## config.mk

```make
export PLATFORM = sky130hd
export DESIGN_NAME = m_cyclecnt_wide_flat
export DESIGN_NICKNAME = d
export VERILOG_FILES = /design/src/rtl/m_cyclecnt_wide_if.sv /design/src/rtl/m_cyclecnt_wide.sv /design/src/flat_wrapper.sv
export SDC_FILE = /design/constraint.sdc
export NUM_CORES = 1
export LEC_CHECK = 0
export CAP_MARGIN = 10
export CORE_MARGIN = 8
export CORE_UTILIZATION = 36
export CTS_BUF_LIST = sky130_fd_sc_hd__clkbuf_4
export DETAILED_ROUTE_END_ITERATION = 8
export GPL_ROUTABILITY_DRIVEN = 0
export HOLD_SLACK_MARGIN = 0.02
export PLACE_DENSITY = 0.89
export SLEW_MARGIN = 10
export SYNTH_ARGS = -nofsm -noshare
export SYNTH_HDL_FRONTEND = slang
export SYNTH_SLANG_ARGS = --single-unit
```

## constraint.sdc

```tcl
create_clock -name clk -period 1.7 [get_ports clk]
set_clock_uncertainty 0.1 [all_clocks]
set_input_delay 0.34 -clock clk [delete_from_list [all_inputs] [get_ports clk]]
set_output_delay 0.34 -clock clk [all_outputs]
set_load 0.01 [all_outputs]
```

## src/rtl/m_cyclecnt_wide_if.sv

```systemverilog
// Bus between the midgetv microcode/core side and the per-instruction cycle timer.
// The master drives the microcode selects, address and control; the slave returns QQ and status.
interface m_cyclecnt_wide_if #(
  parameter int CW = 6
);
  logic          sa17;
  logic          sa16;
  logic [31:0]   ADR_O;
  logic          start;
  logic          peak_clr;
  logic [31:0]   QQ;
  logic          corerunning;
  logic          buserror;
  logic [CW-1:0] peak;

  modport master (
    output sa17, sa16, ADR_O, start, peak_clr,
    input  QQ, corerunning, buserror, peak
  );

  modport slave (
    input  sa17, sa16, ADR_O, start, peak_clr,
    output QQ, corerunning, buserror, peak
  );
endinterface

```

## src/rtl/m_cyclecnt_wide.sv

```systemverilog
// Per-instruction cycle timer: counts each instruction, feeds the count or a PC constant onto QQ,
// qualifies core release, traps hung instructions and records the longest completed instruction.
module m_cyclecnt_wide #(
  parameter int CW       = 6,
  parameter int STARTLEN = 64,
  parameter int TIMEOUT  = (1 << CW) - 1
) (
  input logic              clk,
  input logic              rst_n,
  m_cyclecnt_wide_if.slave bus
);
  localparam int              SQW         = $clog2(STARTLEN + 1);
  localparam logic [CW-1:0]   CNT_ONE     = CW'(1);
  localparam logic [CW-1:0]   CNT_TIMEOUT = CW'(TIMEOUT);
  localparam logic [CW-1:0]   PC_INC_MASK = CW'(3);
  localparam logic [SQW-1:0]  SQ_ONE      = SQW'(1);
  localparam logic [SQW-1:0]  SQ_MAX      = SQW'(STARTLEN);
  localparam logic [SQW-1:0]  SQ_LAST     = SQW'(STARTLEN - 1);

  logic [CW-1:0]  cnt_q, cnt_d;
  logic [CW-1:0]  peak_q, peak_d;
  logic [CW-1:0]  qq_lo;
  logic [SQW-1:0] sq_q, sq_d;
  logic           corerunning_q, corerunning_d;
  logic           notfirst_q;
  logic           timeout_hit;

  // An instruction boundary in the same cycle as the timeout value wins over the trap.
  assign timeout_hit = corerunning_q & bus.start & ~bus.sa16 & (cnt_q == CNT_TIMEOUT);

  always_comb begin
    cnt_d = cnt_q + CNT_ONE;
    if (!bus.start || bus.sa16 || timeout_hit) begin
      cnt_d = CNT_ONE;
    end

    sq_d = sq_q;
    if (!bus.start) begin
      sq_d = '0;
    end else if (sq_q < SQ_MAX) begin
      sq_d = sq_q + SQ_ONE;
    end

    corerunning_d = corerunning_q | (bus.start & (sq_q == SQ_LAST));

    peak_d = peak_q;
    if (bus.peak_clr) begin
      peak_d = '0;
    end else if (bus.sa16 && corerunning_q && (cnt_q > peak_q)) begin
      peak_d = cnt_q;
    end

    // +3/+4 PC increment: ADR_O with its two low bits forced high.
    qq_lo = bus.ADR_O[CW-1:0] | PC_INC_MASK;
    if (bus.sa16) begin
      qq_lo = cnt_q;
    end else if (bus.sa17) begin
      qq_lo = bus.ADR_O[CW-1:0];
    end
  end

  always_ff @(posedge clk or negedge rst_n) begin
    if (!rst_n) begin
      cnt_q         <= CNT_ONE;
      sq_q          <= '0;
      corerunning_q <= 1'b0;
      notfirst_q    <= 1'b0;
      peak_q        <= '0;
    end else begin
      cnt_q         <= cnt_d;
      sq_q          <= sq_d;
      corerunning_q <= corerunning_d;
      notfirst_q    <= 1'b1;
      peak_q        <= peak_d;
    end
  end

  assign bus.QQ          = {bus.ADR_O[31:CW], qq_lo};
  assign bus.corerunning = corerunning_q;
  assign bus.buserror    = ~notfirst_q | timeout_hit;
  assign bus.peak        = peak_q;
endmodule

```

## src/flat_wrapper.sv

```systemverilog
// flat-port wrapper written by rule: the top's interface ports become plain ports
module m_cyclecnt_wide_flat 
#(
  parameter int CW       = 6,
  parameter int STARTLEN = 64,
  parameter int TIMEOUT  = (1 << CW) - 1
)
  (clk, rst_n, bus_sa17, bus_sa16, bus_ADR_O, bus_start, bus_peak_clr, bus_QQ, bus_corerunning, bus_buserror, bus_peak);
  m_cyclecnt_wide_if #(.CW(CW)) bus_i ();
  input logic clk;
  input logic rst_n;
  input wire logic [$bits(bus_i.sa17)-1:0] bus_sa17;
  input wire logic [$bits(bus_i.sa16)-1:0] bus_sa16;
  input wire logic [$bits(bus_i.ADR_O)-1:0] bus_ADR_O;
  input wire logic [$bits(bus_i.start)-1:0] bus_start;
  input wire logic [$bits(bus_i.peak_clr)-1:0] bus_peak_clr;
  output wire logic [$bits(bus_i.QQ)-1:0] bus_QQ;
  output wire logic [$bits(bus_i.corerunning)-1:0] bus_corerunning;
  output wire logic [$bits(bus_i.buserror)-1:0] bus_buserror;
  output wire logic [$bits(bus_i.peak)-1:0] bus_peak;
  assign bus_i.sa17 = bus_sa17;
  assign bus_i.sa16 = bus_sa16;
  assign bus_i.ADR_O = bus_ADR_O;
  assign bus_i.start = bus_start;
  assign bus_i.peak_clr = bus_peak_clr;
  assign bus_QQ = bus_i.QQ;
  assign bus_corerunning = bus_i.corerunning;
  assign bus_buserror = bus_i.buserror;
  assign bus_peak = bus_i.peak;
  m_cyclecnt_wide #(.CW(CW), .STARTLEN(STARTLEN), .TIMEOUT(TIMEOUT)) u_core (.clk(clk), .rst_n(rst_n), .bus(bus_i));
endmodule
```

Word level (Yosys, flattened, before mapping)
Cells that the tools add are included.
{"block": "totals", "reg_bits": 21, "latch_bits": 0, "ramBits": 0, "rom_bits": 0, "input_bits": 38, "out_inout_bits": 40, "word_cells": 33, "n_memories": 0}
{"block": "op_classes", "n_addsub": 2, "multipliers": 0, "n_div": 0, "magnitude_cmp": 2, "n_eq_ne": 3, "shifts": 0, "n_mux": 7, "n_bitwise": 8, "n_reduce_logical": 6}
{"op": "$mux W6", "n": 4}
{"op": "$mux W7", "n": 2}
{"op": "$add A7 B1 Y7 const B", "n": 1}
{"op": "$eq A7 B6 Y1 const B", "n": 1}
{"op": "$lt A7 B7 Y1 const B", "n": 1}
{"op": "$add A6 B1 Y6 const B", "n": 1}
{"op": "$eq A6 B6 Y1 const B", "n": 1}
{"op": "$gt A6 B6 Y1", "n": 1}
{"op": "$and A1 B1 Y1", "n": 4}
{"op": "$logic_and A1 B1 Y1", "n": 2}
{"op": "$logic_or A1 B1 Y1", "n": 2}
{"op": "$mux W2", "n": 1}
{"op": "$ne A2 B1 Y1 const B", "n": 1}
{"op": "$not A1 Y1", "n": 2}
{"op": "$or A1 B1 Y1", "n": 2}
{"op": "$reduce_bool A2 Y1", "n": 1}
{"op": "$logic_not A1 Y1", "n": 1}

Longest topological paths before layout
Gate-level depths: netlist of run 1.
{"block": "depth", "word_depth": 5, "depth_mapped": 6, "mapped_depth_nobuf": 6}

Worst setup path after synthesis of run 1
Ideal clock, no wire load.
{"block": "synth_path", "path_type": "reg2out", "from": "register u_core.cnt_q[0]", "to": "output port bus_buserror", "t_arrival_ns": 1.398, "slack_ns": -0.138, "stages_incl_launch_ff": 5, "path_cell_list": "dfstp_2 > ha_1 > nand3_1 > or2_2 > o21ai_0"}
{"block": "synth_via", "elab_chain_cells": 3}
{"element": "start, declared", "line": "m_cyclecnt_wide.sv:20", "source": "logic [CW-1:0] cnt_q, cnt_d;"}
{"element": "start signal, assigned", "line": "m_cyclecnt_wide.sv:70", "source": "cnt_q <= cnt_d;"}
{"element": "$eq A6 B6 Y1", "line": "m_cyclecnt_wide.sv:29", "source": "assign timeout_hit = corerunning_q & bus.start & ~bus.sa16 & (cnt_q == CNT_TIMEOUT);"}
{"element": "$and A1 B1 Y1", "line": "m_cyclecnt_wide.sv:29"}
{"element": "$or A1 B1 Y1", "line": "m_cyclecnt_wide.sv:80", "source": "assign bus.buserror = ~notfirst_q | timeout_hit;"}
{"element": "end, declared", "line": "flat_wrapper.sv:19", "source": "output wire logic [$bits(bus_i.buserror)-1:0] bus_buserror;"}
No other way between the ends.

Final worst setup path of run 1
Ends and elaborated chain as after synthesis.

==> flow_summary.yaml, run 1 <==
placement:
  port_buffers: 25
  dpl.cell_count: 211
  dpl.hpwl_mm: 2.15
setup_path:
  critPathCaptureType: "primary output"
  arrival_ns: 1.55
  critPathSlowestCell: "dfstp_2"
  crit_chain: "ha_4 -> nand3_2 -> or2_4 -> o21ai_2 -> buf_2"
  crit_type: "reg -> out"
  path_max_fanout: 2
  critical_path_required_ns: 1.26
  start_kind: "register"
  cpPeakStageDelay_ns: 0.57
global_routing:
  grt_start_max_net_pins: 22
  grt_pass1_wl_mm: 4.91
  grt-ovfl-total: 0
  grt_pass1_vias: 1056
  track_usage: 0.0972
  antenna_found_initial: 0
power:
  p_leak_nw: 0.850
  ir_worst_vdd_uv: 417
  powerDensity_nw_per_um2: 514
timing:
  fmax_ghz: 0.502
  min_period_ns: 1.99
  setup_viol: 11
  timing.final.ws_setup_ns: -0.291
  holdWs_ns: 0.255
  fin_crit_sh: 1.17
  drv_slew: 0
  hold_violations: 0
  rsz0062_at_grt: "yes"
routing:
  wirelength_mm: 2.91
  wl_per_cell_um: 13.2
  first_pass_iters: 4
  vias: 1026
  vias_per_cell: 4.64
  remaining_drc_errors: 0
  drt_iter0_markers: 22
  antenna_left: 0
outcome:
  violations: "setup timing"
  outcome: "finished with violations"
die:
  core_region_area_um2: 3720
  ios: 78
  dieArea_um2: 6170
  fp.dieH_um: 78.6
  die_x_um: 78.6
  rows: 22
  initial_core_util: 0.379
cts:
  root_buffer: "clkbuf_4"
  htree_num_levels: 1
  hold_buffers: 0
  cts.clk_slew.worst_paths_ns: 0.11
  cts_tree: "yes"
  clk_latency_ns: 0.31
  numCtsBuffers: 3
  clock_sinks: 21
  clk_path_buf_depth: 2
yosys:
  yosysUniqueCellTypes: 31
  async_flop_share: 1.00
  syn_area_um2: 1410
  synth_area_leader_cell: "dfrtp_1"
  synth_fp_nets: 187
  yosysWarnings: 0
  synth_edf_count: 0
  avgSynthCellArea_um2: 9.99
  synthCells: 141
  yosysSeqAreaShare: 0.374
  ys.flop_type: "dfrtp_1"
  synth.top_cell.area_share: 0.355
  synth_area_leaders: "dfrtp_1 (36%), buf_4 (14%), ha_1 (7.1%), nand2b_1 (5.8%), mux2i_1 (5.0%)"
  ys_seq_elements: 21
layout:
  layout_commonest_cell: "buf_4"
  area_growth_pct: 27.5
  n_antenna_cell: 0
  most-common-layout-cells: "buf_4 (26), dfrtp_1 (18), nand2b_1 (13), clkdlybuf4s50_1 (10)"
  final_util: 0.484
  fin_cells: 221
  drive_above_1_share: 0.341
  nets: 220
job:
  max_cap_violations: 0
worst_hold_path:
  hp-class: "in -> async"
-- cells by family (layout without fill, tap and decap cells) --
family                   Yosys count  after routing  share of synthesized area
XOR/XNOR                           9              9                     0.0560
AND/OR/NAND/NOR                   46             46                      0.188
adder cells (fa/ha/maj)            8              8                     0.0711
other                              1              1                    0.00266
AO/OA/AOI/OAI                     10             10                     0.0631
multiplexers                      11             11                     0.0817
flip-flops                        21             21                      0.374
buffers and inverters             35             67                      0.163
-- registers in the layout, summed over array words and instances (netlist names) --
signal	cells
u_core.bus.peak	6
u_core.notfirst_q	1
u_core.cnt_q	6
u_core.sq_q	7
u_core.bus.corerunning	1
-- cell type report --
class / count / area [µm²]
clock inverters: 1 / 5.00
flip-flops and latches: 21 / 529
multi-input cells: 85 / 683
clock buffers: 3 / 22.5
repair buffers: 56 / 470
inverters: 7 / 26.3
fillers: 331 / 1920
well taps: 48 / 60.1
-- cell usage after synthesis (3+ instances only) --
cell       n
nand3_1    5
ha_1       8
inv_1      7
buf_4     26
mux2_2     4
a21oi_1    4
nand2_1    3
nor2b_1    5
dfrtp_1   20
nand2b_1  13
xnor2_1    6
mux2i_1    7
nor2_1     7
and2_1     5
xor2_1     3
-- final timing paths --
kind,slack (ns),depth (start not counted),start,endpoint
setup / recovery,-0.29,5,u_core.cnt_q[0]$_DFF_PN1_,bus_buserror
hold reg to reg,0.49,2,u_core.bus.peak[0]$_DFFE_PN0P_,u_core.bus.peak[0]$_DFFE_PN0P_
hold / removal,0.25,2,rst_n,u_core.sq_q[3]$_DFFE_PN0P_
max in group asynchronous,0.97,2,rst_n,u_core.cnt_q[0]$_DFF_PN1_
min in group clk,0.49,2,u_core.bus.peak[0]$_DFFE_PN0P_,u_core.bus.peak[0]$_DFFE_PN0P_
setup reg to reg,-0.23,7,u_core.cnt_q[0]$_DFF_PN1_,u_core.bus.peak[5]$_DFFE_PN0P_
-- per-stage QoR --
step / setup TNS, ns / cell area [µm²] / setup slack, ns / power [W]
floorplan: 0 / 1420 / 0.0144 / 0.000660
global placement: -4.74 / 1710 / -0.512 / 0.000679
detailed placement: -5.07 / 1710 / -0.527 / 0.000683
CTS: -1.67 / 1760 / -0.304 / 0.000937
global route: -2.58 / 1800 / -0.377 / 0.000974
finish: -1.72 / 1800 / -0.291 / 0.000923
-- power by group --
part	switching, W	internal (W)	leakage [nW]
Clock	0.000152	0.0000879	0.0177
Combinational	0.0000685	0.0000929	0.551
Sequential	0.0000104	0.000511	0.281
-- layer usage --
| metal | wire length [µm] | track usage |
|---|---|---|
| met5 | 0 | 0 |
| met4 | 72 | 0.0519 |
| met3 | 147 | 0.0273 |
| met2 | 1470 | 0.165 |
| met1 | 1230 | 0.108 |
-- worst max-delay path, delay by kind of cell (launching register included) --
family | cells | cell delay [ns]
flops | 1 | 0.57
simple gates | 2 | 0.30
compound gates | 1 | 0.10
buf+inv | 1 | 0.14
fa+ha+maj | 1 | 0.14
-- repair_timing --
action                                  CTS  global route
endpoints found under the setup margin   20            13
cloned                                    1             0
gates resized for setup                  46             6
pin swaps                                 5             0
buffers inserted                          3             3
(Power assumes the default switching activity.)
==> inputs of run 2 (changes only) <==
--- a/config.mk
+++ b/config.mk
@@ -7,12 +7,12 @@
 export LEC_CHECK = 0
 export CAP_MARGIN = 10
 export CORE_MARGIN = 8
-export CORE_UTILIZATION = 36
+export CORE_UTILIZATION = 35
 export CTS_BUF_LIST = sky130_fd_sc_hd__clkbuf_4
 export DETAILED_ROUTE_END_ITERATION = 8
 export GPL_ROUTABILITY_DRIVEN = 0
 export HOLD_SLACK_MARGIN = 0.02
-export PLACE_DENSITY = 0.89
+export PLACE_DENSITY = 0.87
 export SLEW_MARGIN = 10
 export SYNTH_ARGS = -nofsm -noshare
 export SYNTH_HDL_FRONTEND = slang
==> flow_summary.yaml, run 2 (synthesis gave the netlist of run 1 again) <==
outcome:
  outcome: "finished with violations"
  violations: "setup timing"
die:
  fp.dieH_um: 79.4
  core_region_area_um2: 3940
  ios: 78
  rows: 23
  initial_core_util: 0.357
  die_x_um: 79.4
  dieArea_um2: 6310
cts:
  root_buffer: "clkbuf_4"
  clock_sinks: 21
  numCtsBuffers: 3
  clk_path_buf_depth: 2
  cts.clk_slew.worst_paths_ns: 0.12
  hold_buffers: 0
  htree_num_levels: 1
  cts_tree: "yes"
  clk_latency_ns: 0.31
global_routing:
  antenna_found_initial: 0
  grt_pass1_wl_mm: 4.98
  grt_pass1_vias: 1078
  track_usage: 0.0972
  grt_start_max_net_pins: 22
  grt-ovfl-total: 0
placement:
  dpl.hpwl_mm: 2.10
  port_buffers: 25
  pre_cts_ws_ns: -0.536
timing:
  fin_crit_sh: 1.18
  drv_slew: 0
  fmax_ghz: 0.498
  hold_violations: 0
  rsz0062_at_grt: "yes"
  timing.final.ws_setup_ns: -0.309
  setup_viol: 9
  min_period_ns: 2.01
routing:
  remaining_drc_errors: 0
  vias_per_cell: 4.70
  drt_iter0_markers: 27
  wl_per_cell_um: 14.3
  wirelength_mm: 3.20
  antenna_left: 0
  vias: 1052
  first_pass_iters: 4
setup_path:
  cpPeakStageDelay_ns: 0.58
  start_kind: "register"
  path_max_fanout: 2
  arrival_ns: 1.57
  rrSetupSlack_ns: -0.29
  critPathCaptureType: "primary output"
  r2r_cells: 8
  worstReg2RegStart: "u_core.cnt_q[0]$_DFF_PN1_"
  r2r-end: "u_core.bus.peak[5]$_DFFE_PN0P_"
  critical_path_required_ns: 1.26
  crit_chain: "ha_4 -> nand3_2 -> or2_4 -> o21ai_2 -> buf_2"
  crit_type: "reg -> out"
  critPathSlowestCell: "dfstp_2"
worst_hold_path:
  hp-class: "in -> async"
job:
  max_cap_violations: 0
power:
  ir_worst_vdd_uv: 386
  p_leak_nw: 0.871
  powerDensity_nw_per_um2: 523
layout:
  fillers: 342
  drive_above_1_share: 0.351
  nets: 221
  n_antenna_cell: 0
  most-common-layout-cells: "buf_4 (25), dfrtp_1 (20), nand2b_1 (13), clkdlybuf4s50_1 (10), buf_6 (10)"
  top_register: "u_core.sq_q"
  final_util: 0.467
  largest_reg_flops: 7
  layout_commonest_cell: "buf_4"
  area_growth_pct: 30.6
## run 2: area by class of cell
type / count / area, µm² / share of cell area
Sequential cell: 21 / 527 / 0.286
Tap cell: 50 / 62.6 / 0.0340
Inverter: 7 / 28.8 / 0.0156
Multi-Input combinational cell: 85 / 701 / 0.381
Timing Repair Buffer: 57 / 490 / 0.267
Clock buffer: 4 / 30.0 / 0.0163
## run 2: how the worst max path moves through the flow
stage | start | to | slack, ns | depth (start not counted)
after global routing | u_core.cnt_q[0]$_DFF_PN1_ | u_core.bus.peak[0]$_DFFE_PN0P_ | -0.39 | 8
after detailed placement | bus_sa16 | bus_QQ[5] | -0.54 | 4
after global placement | bus_sa16 | bus_QQ[4] | -0.52 | 4
final | u_core.cnt_q[0]$_DFF_PN1_ | bus_buserror | -0.31 | 5
after CTS | u_core.cnt_q[0]$_DFF_PN1_ | bus_buserror | -0.30 | 5
after floorplan | u_core.bus.peak[4]$_DFFE_PN0P_ | u_core.bus.peak[0]$_DFFE_PN0P_ | 0.01 | 6
## run 2: through the flow
stage                     total power, W  hold slack [ns]  cells  instance area (µm²)  setup TNS [ns]
final                           0.000963            0.255    224                 1840           -2.34
after global routing             0.00101            0.278    224                 1840           -3.04
after CTS                       0.000945            0.265    222                 1780           -2.10
after detailed placement        0.000683            0.466    211                 1700           -5.13
after global placement          0.000678            0.458    211                 1700           -4.76
after floorplan                 0.000660          -0.0556    141                 1420               0
## run 2: critical path: cells and delay by family (launching register included)
| kind | cells | cell delay [ns] |
|---|---|---|
| and+or+nand+nor | 2 | 0.31 |
| DFF | 1 | 0.58 |
| adders and majority gates | 1 | 0.14 |
| AOI/OAI and AO/OA | 1 | 0.10 |
| buffers and inverters | 1 | 0.14 |
## run 2: repair_timing
item | CTS | global route
pin swaps | 4 | 1
cloned | 1 | 0
buffers inserted | 6 | 2
gates resized for setup | 48 | 11
setup endpoints to repair | 20 | 13
## run 2: metal layers
metal | GRT usage | wire (µm) | vias up | part of all wire
met5 | 0 | 0 | - | 0
met1 | 0.105 | 1300 | 503 | 0.41
li1 | - | - | 507 | -
met3 | 0.0248 | 160 | 14 | 0.050
met2 | 0.174 | 1660 | 28 | 0.52
met4 | 0.0426 | 84 | 0 | 0.026
## run 2: report_power, final
part / switching (W) / total, W / internal, W / leakage, nW
Combinational: 0.0000778 / 0.000180 / 0.000102 / 0.568
Clock: 0.000154 / 0.000261 / 0.000108 / 0.0184
Sequential: 0.0000103 / 0.000522 / 0.000511 / 0.284
Total: 0.000242 / 0.000963 / 0.000721 / 0.871
